==> config.mk <==
export PLATFORM = sky130hd
export DESIGN_NAME = ahb_dword_splitter
export DESIGN_NICKNAME = d
export VERILOG_FILES = /design/src/rtl/ahb_pkg.sv /design/src/rtl/ahb_dword_splitter.sv
export SDC_FILE = /design/constraint.sdc
export NUM_CORES = 1
export LEC_CHECK = 0
export CORE_MARGIN = 8
export CORE_UTILIZATION = 34
export DETAILED_ROUTE_END_ITERATION = 10
export PLACE_DENSITY = 0.78
export SLEW_MARGIN = 20
export SYNTH_ARGS = -nofsm -noshare
export SYNTH_HDL_FRONTEND = slang
export SYNTH_SLANG_ARGS = --single-unit
==> constraint.sdc <==
create_clock -name HCLK -period 2.7 [get_ports HCLK]
set_input_delay 0.81 -clock HCLK [delete_from_list [all_inputs] [get_ports HCLK]]
set_output_delay 0.81 -clock HCLK [all_outputs]
set_load 0.02 [all_outputs]
==> src/rtl/ahb_pkg.sv <==
// Shared AHB-Lite encodings and the splitter sequencing states.
package ahb_pkg;

    typedef enum logic [1:0] {
        HTRANS_IDLE   = 2'd0,
        HTRANS_BUSY   = 2'd1,
        HTRANS_NONSEQ = 2'd2,
        HTRANS_SEQ    = 2'd3
    } htrans_e;

    typedef enum logic [2:0] {
        HSIZE_BYTE  = 3'd0,
        HSIZE_HALF  = 3'd1,
        HSIZE_WORD  = 3'd2,
        HSIZE_DWORD = 3'd3
    } hsize_e;

    typedef enum logic [2:0] {
        S_IDLE,
        S_ADDR1,
        S_DATA1,
        S_DATA2,
        S_ERR1,
        S_ERR
    } state_e;

endpackage

==> src/rtl/ahb_dword_splitter.sv <==
// 64-bit AHB-Lite slave to 32-bit AHB-Lite master bridge: passes word-or-smaller
// transfers as one beat and splits doublewords into low/high 32-bit beats.
module ahb_dword_splitter
    import ahb_pkg::*;
(
    input  logic        HCLK,
    input  logic        HRESET,
    input  logic        HSEL_S,
    input  logic [1:0]  HTRANS_S,
    input  logic [31:0] HADDR_S,
    input  logic        HWRITE_S,
    input  logic [2:0]  HSIZE_S,
    input  logic        HREADY_S,
    input  logic [63:0] HWDATA_S,
    output logic [63:0] HRDATA_S,
    output logic        HREADYOUT_S,
    output logic        HRESP_S,
    output logic [1:0]  HTRANS_M,
    output logic [31:0] HADDR_M,
    output logic        HWRITE_M,
    output logic [2:0]  HSIZE_M,
    output logic [31:0] HWDATA_M,
    input  logic [31:0] HRDATA_M,
    input  logic        HREADY_M,
    input  logic        HRESP_M
);

    state_e      state, state_nxt, state_after;
    logic [31:0] addr_q;
    logic        write_q;
    logic [2:0]  size_q;
    logic        dw_q;
    logic [31:0] rdlo_q;
    logic        accept;
    logic        misalign;
    logic        dn_err;
    logic        unused;

    assign unused   = HTRANS_S[0];
    assign dn_err   = HRESP_M & ~HREADY_M;
    assign misalign = (HSIZE_S == HSIZE_DWORD) && (HADDR_S[2:0] != 3'b000);
    assign accept   = HSEL_S & HTRANS_S[1] & HREADY_S & ((state == S_IDLE) | HREADYOUT_S);

    // Where to go when the current upstream data phase finishes this cycle.
    assign state_after = accept ? (misalign ? S_ERR1 : S_ADDR1) : S_IDLE;

    always_ff @(posedge HCLK or posedge HRESET) begin
        if (HRESET) begin
            state   <= S_IDLE;
            addr_q  <= '0;
            write_q <= 1'b0;
            size_q  <= '0;
            dw_q    <= 1'b0;
            rdlo_q  <= '0;
        end else begin
            state <= state_nxt;
            if (accept) begin
                addr_q  <= HADDR_S;
                write_q <= HWRITE_S;
                size_q  <= HSIZE_S;
                dw_q    <= (HSIZE_S == HSIZE_DWORD);
            end
            if ((state == S_DATA1) && dw_q && HREADY_M) begin
                rdlo_q <= HRDATA_M;
            end
        end
    end

    // Upstream response: combinational from the downstream handshake in data states.
    always_comb begin
        HREADYOUT_S = 1'b1;
        HRESP_S     = 1'b0;
        HRDATA_S    = addr_q[2] ? {HRDATA_M, 32'h0} : {32'h0, HRDATA_M};
        case (state)
            S_ADDR1: HREADYOUT_S = 1'b0;
            S_DATA1: begin
                if (dn_err) begin
                    HRESP_S     = 1'b1;
                    HREADYOUT_S = 1'b0;
                end else begin
                    HREADYOUT_S = dw_q ? 1'b0 : HREADY_M;
                end
            end
            S_DATA2: begin
                HRDATA_S = {HRDATA_M, rdlo_q};
                if (dn_err) begin
                    HRESP_S     = 1'b1;
                    HREADYOUT_S = 1'b0;
                end else begin
                    HREADYOUT_S = HREADY_M;
                end
            end
            S_ERR1: begin
                HRESP_S     = 1'b1;
                HREADYOUT_S = 1'b0;
            end
            S_ERR:   HRESP_S = 1'b1;
            default: ;
        endcase
    end

    // Next state and downstream address/data decode.
    always_comb begin
        state_nxt = state;
        HTRANS_M  = HTRANS_IDLE;
        HADDR_M   = '0;
        HWRITE_M  = 1'b0;
        HSIZE_M   = '0;
        HWDATA_M  = '0;
        case (state)
            S_IDLE: state_nxt = state_after;
            S_ADDR1: begin
                HTRANS_M = HTRANS_NONSEQ;
                HADDR_M  = {addr_q[31:3], addr_q[2] & ~dw_q, addr_q[1:0]};
                HWRITE_M = write_q;
                HSIZE_M  = dw_q ? HSIZE_WORD : size_q;
                if (HREADY_M) state_nxt = S_DATA1;
            end
            S_DATA1: begin
                HWDATA_M = (dw_q | ~addr_q[2]) ? HWDATA_S[31:0] : HWDATA_S[63:32];
                if (dn_err) begin
                    state_nxt = S_ERR;
                end else if (dw_q) begin
                    // High beat address phase overlaps the low beat data phase.
                    HTRANS_M = HTRANS_SEQ;
                    HADDR_M  = {addr_q[31:3], 3'b100};
                    HWRITE_M = write_q;
                    HSIZE_M  = HSIZE_WORD;
                    if (HREADY_M) state_nxt = S_DATA2;
                end else if (HREADY_M) begin
                    state_nxt = state_after;
                end
            end
            S_DATA2: begin
                HWDATA_M = HWDATA_S[63:32];
                if (dn_err) begin
                    state_nxt = S_ERR;
                end else if (HREADY_M) begin
                    state_nxt = state_after;
                end
            end
            S_ERR1:  state_nxt = S_ERR;
            S_ERR:   state_nxt = state_after;
            default: state_nxt = S_IDLE;
        endcase
    end

endmodule

; ---- Word-level counts from Yosys, hierarchy flattened
; Index checks and enable logic that the tools add are counted.
[word_totals]
regBits = 72
in_bits = 140
out_inout_bits = 136
wordCells = 66
[op_classes]
n_eq_ne = 8
mux = 32
bitwise_logic = 10
n_reduce_logical = 10
[ops]
columns = cell, count
row1 = $mux W64, 2
row2 = $pmux W32 S2, 2
row3 = $mux W32, 3
row4 = $mux W3, 9
row5 = $pmux W3 S5, 1
row6 = $eq A3 B2 Y1 const B, 3
row7 = $mux W2, 4
row8 = $reduce_or A2 Y1, 4
row9 = $eq A3 B3 Y1 const B, 2
row10 = $mux W1, 6
row11 = $pmux W3 S2, 1
row12 = $and A1 B1 Y1, 5
row13 = $ne A4 B4 Y1 const B, 1
row14 = $pmux W1 S2, 2
row15 = $pmux W2 S2, 1
row16 = $eq A3 B1 Y1 const B, 1
row17 = $logic_and A1 B1 Y1, 3
row18 = $logic_not A3 Y1, 1
row19 = $not A1 Y1, 3
row20 = $pmux W1 S3, 1
row21 = $reduce_bool A3 Y1, 1
row22 = $ne A2 B2 Y1 const B, 1
row23 = $or A1 B1 Y1, 2
row24 = $reduce_and A2 Y1, 1

; ---- Depth between registers and ports, before layout
[logic_depth]
ltp_word = 11
ltp_mapped = 7
depth_no_buf = 5

; ---- Least setup slack after synthesis
; No wires, ideal clock.
[synth_path]
kind = input to output
startpoint = in HRESP_M
endpoint = out HADDR_M[14]
arrival_ps = 1996
t_required_ps = 1890
path_slack_ps = -106
path_stages = 5
n_path_buf = 1
path_cell_list = nor2b_1 -> or4_4 -> a21oi_2 -> buf_4 -> and2_1
[synth_via]
elab_chain_len = 3
[synth_rtl]
columns = item, line
row1 = from (decl), ahb_dword_splitter.sv:25  ; input logic HRESP_M
row2 = $and A1 B1 Y1, ahb_dword_splitter.sv:40  ; assign dn_err = HRESP_M & ~HREADY_M;
row3 = $mux W32, ahb_dword_splitter.sv:121  ; if (dn_err) begin
row4 = $pmux W32 S2, ahb_dword_splitter.sv:110  ; case (state)
row5 = to (decl), ahb_dword_splitter.sv:19  ; output logic [31:0] HADDR_M,
; Every way passes these cells.

; ---- Final worst setup path
[layout_path]
startpoint = in HRESP_M
endpoint = out HADDR_M[20]
; Same word-level chain as after synthesis.

==> impl_metrics.env <==
export IMPL_core_um2=13100
export IMPL_die_y_um=131
export IMPL_period_needed_ns=2.98
export IMPL_path_clk_slew_ns=0.06
export IMPL_crit_path_start_kind="input port"
export IMPL_ctsLongestPathBuffers=2
export IMPL_total_of_warnings_raised_by_yosys=0
export IMPL_final_hold_worst_slack_ns=0.505
export IMPL_ys_top_cells_by_area="dfrtp_1 (40%), mux2_2 (17%), nor2b_1 (9.6%)"
export IMPL_final_setup_violation_count=32
export IMPL_synth_top_flop_cell="dfrtp_1"
export IMPL_cts_inserted_buffers=9
export IMPL_rsz0062_at_grt="yes"
export IMPL_nNetsFinal=904
export IMPL_vias_in_the_first_global_route=4953
export IMPL_endpoint_kind="output port"
export IMPL_worst_r2r_setup_slack_ns=0.61
export IMPL_dr_first_iter_drc_count=186
export IMPL_areaGrowthSynthToFinish_pct=77.2
export IMPL_outcome="finished, violations left"
export IMPL_placedCellCount=911
export IMPL_totalWireLength_mm=17.8
export IMPL_holdBufCountCts=0
export IMPL_synth_yosys_seq_area_share=0.400
export IMPL_timing_final_crit_share=1.11
export IMPL_detailedRoute_firstPassIterationCount=5
export IMPL_die_w_um=131
export IMPL_timing_fmax_mhz=335
export IMPL_path_class="in2out"
export IMPL_layout_cells_non_filler=941
export IMPL_synth_seq_cells=72
export IMPL_timing_hold_worst_endpoint="size_q[2]"
export IMPL_leakagePower_uw=0.00362
export IMPL_post_synth_top_count_cell="dfrtp_1"
export IMPL_rr_worst_depth=8
export IMPL_synth_edf_count=0
export IMPL_wire_per_inst_um=18.9
export IMPL_dieArea_um2=17200
export IMPL_cts_tree="built"
export IMPL_slew_hr=0.718
export IMPL_grt_start_max_net_pins=73
export IMPL_insertedDiodeCount=0
export IMPL_finClkSkew_ns=0.00475
export IMPL_required_ns=1.89
export IMPL_route_vias_total=4664
export IMPL_timing_worst_slew_pin_value_ns=0.417
export IMPL_hp_class="reg2reg"
export IMPL_post_synth_top_area_cell="dfrtp_1"
export IMPL_slowest_delay_ns=0.44
export IMPL_synth_top_cell_area_share=0.400
export IMPL_core_rowCount=42
export IMPL_drv_slew=0
export IMPL_synth_avg_cell_area_um2=9.71
export IMPL_totalNegativeSetupSlack_ns=-7.41
export IMPL_final_critical_path_setup_slack_ns=-0.285
export IMPL_vdd_ir_drop_max_uv=454
export IMPL_cts_sinks=72
export IMPL_crit_chain="buf_6 > nor2b_4 > or4_4 > a21oi_4 > buf_6 > buf_16 > and2_4 > buf_6"
export IMPL_worstHoldPathCells=1
export IMPL_violations_in_the_final_reports="setup timing"
export IMPL_post_synth_instance_area_um2=4510
export IMPL_drtAntennaViolNets=0
export IMPL_worst_path_max_fanout=6
export IMPL_syn_instance_count=464
export IMPL_grt_pass1_wl_mm=27.2
export IMPL_groute_usage_overall=0.194
export IMPL_cts_root_buf="clkbuf_16"
export IMPL_synth_fp_nets=607
export IMPL_power_per_cell_area_nw_per_um2=977
export IMPL_hpwlAfterDp_mm=13.1
export IMPL_viasPerCell=4.96
export IMPL_synthTopCellsByCount="dfrtp_1 (72), nand2_1 (70), nor2b_1 (69)"
export IMPL_clkLatencyLatePin_ns=0.33
export IMPL_r2r_end="addr_q[0]"
export IMPL_initial_utilization=0.344
export IMPL_overflow=0
export IMPL_max_cap_violations=0
export IMPL_crit_path_frequent_cell="buf_6"
export IMPL_synth_async_reset_ratio=1.00
export IMPL_startpoint_of_the_worst_hold_path="size_q[2]"
export IMPL_hold_viol_final=0
export IMPL_r2r_start="state[1]"
export IMPL_floorplan_io_pins=276
export IMPL_timing_critical_path_from="HRESP_M"
export IMPL_clock_tree_htree_level_count=3
export IMPL_portBuffers=274
export IMPL_route_detailed_drc=0
export IMPL_drive_gt1_frac=0.409
export IMPL_critical_path_slowest_cell="or4_4"
export IMPL_gpl_final_weighted_congestion=0.878
export IMPL_antenna_found_initial=0
export IMPL_netlist_cell_type_count=39
export IMPL_data_arrival_time_of_the_critical_path_ns=2.17
[final cells by class]
type / count / area [um^2]
multi-input combinational: 353 / 2670
clock inverter: 6 / 61.3
inverter: 4 / 15.0
fill: 1086 / 5100
sequential: 72 / 1800
timing repair buffer: 321 / 2990
tap: 176 / 220
clock buffer: 9 / 225
[metrics by stage]
step / utilization / total power [uW] / area (um^2) / setup slack (ns)
2_1_floorplan: - / 4430 / 4620 / 0.00149
3_5_place_dp: 0.592 / 6460 / 7740 / -1.11
5_1_grt: 0.610 / 8240 / 7980 / -0.310
3_3_place_gp: 0.592 / 6330 / 7740 / -1.06
4_1_cts: 0.610 / 7820 / 7980 / -0.455
6_report: 0.610 / 7800 / 7980 / -0.285
[worst max-delay path: cells and delay by family]
| kind | cells | cell delay (ns) |
|---|---|---|
| and+or+nand+nor | 3 | 0.70 |
| AOI/OAI and AO/OA | 1 | 0.20 |
| buffers and inverters | 4 | 0.47 |
[state kept, by name, indices dropped and copies added (netlist names)]
| name | flops |
|---|---|
| dw_q | 1 |
| addr_q | 32 |
| state | 3 |
| write_q | 1 |
| rdlo_q | 32 |
| size_q | 3 |
[worst max path at each step]
stage,to,slack [ns]
floorplan,HADDR_M[14],0.001
global placement,HADDR_M[25],-1.06
detailed placement,HADDR_M[16],-1.11
CTS,HADDR_M[10],-0.46
global route,HADDR_M[20],-0.31
finish,HADDR_M[20],-0.28
[timing repair]
item | CTS | global route
buffers inserted | 10 | 5
cloned | 4 | 3
gates resized for setup | 536 | 69
pin swaps | 18 | 7
endpoints found under the setup margin | 134 | 124
[kinds of logic after synthesis]
| kind of cell | Yosys count | synth area share |
|---|---|---|
| compound gates | 50 | 0.0791 |
| simple gates | 231 | 0.295 |
| fa+ha+maj | 3 | 0.00833 |
| flops | 72 | 0.400 |
| xor+xnor | 1 | 0.00194 |
| buf+inv | 39 | 0.0455 |
| mux | 68 | 0.170 |
[cells in the final DEF (no fill, tap or decap), drive strengths merged, types with 3 or more instances in the layout]
cell	n
a21oi	7
a22oi	32
and2	31
buf	146
clkbuf	35
clkdlybuf4s15	11
clkdlybuf4s50	136
clkinv	4
dfrtp	72
ha	3
inv	4
mux2	68
nand2	70
nand2b	3
nand3b	32
nor2	11
nor2b	69
nor3	3
o21ai	4
[power by group]
group	internal [uW]	total, uW	switching (uW)
combinational	2440	4760	2320
clock	706	1160	449
sequential	1590	1880	291
[per-layer routing]
layer | global-route usage | share of wire
met1 | 0.210 | 0.38
met2 | 0.350 | 0.51
met3 | 0.0541 | 0.074
met4 | 0.0762 | 0.030
met5 | 0 | 0
No activity file was read; power rests on OpenSTA's default activity.
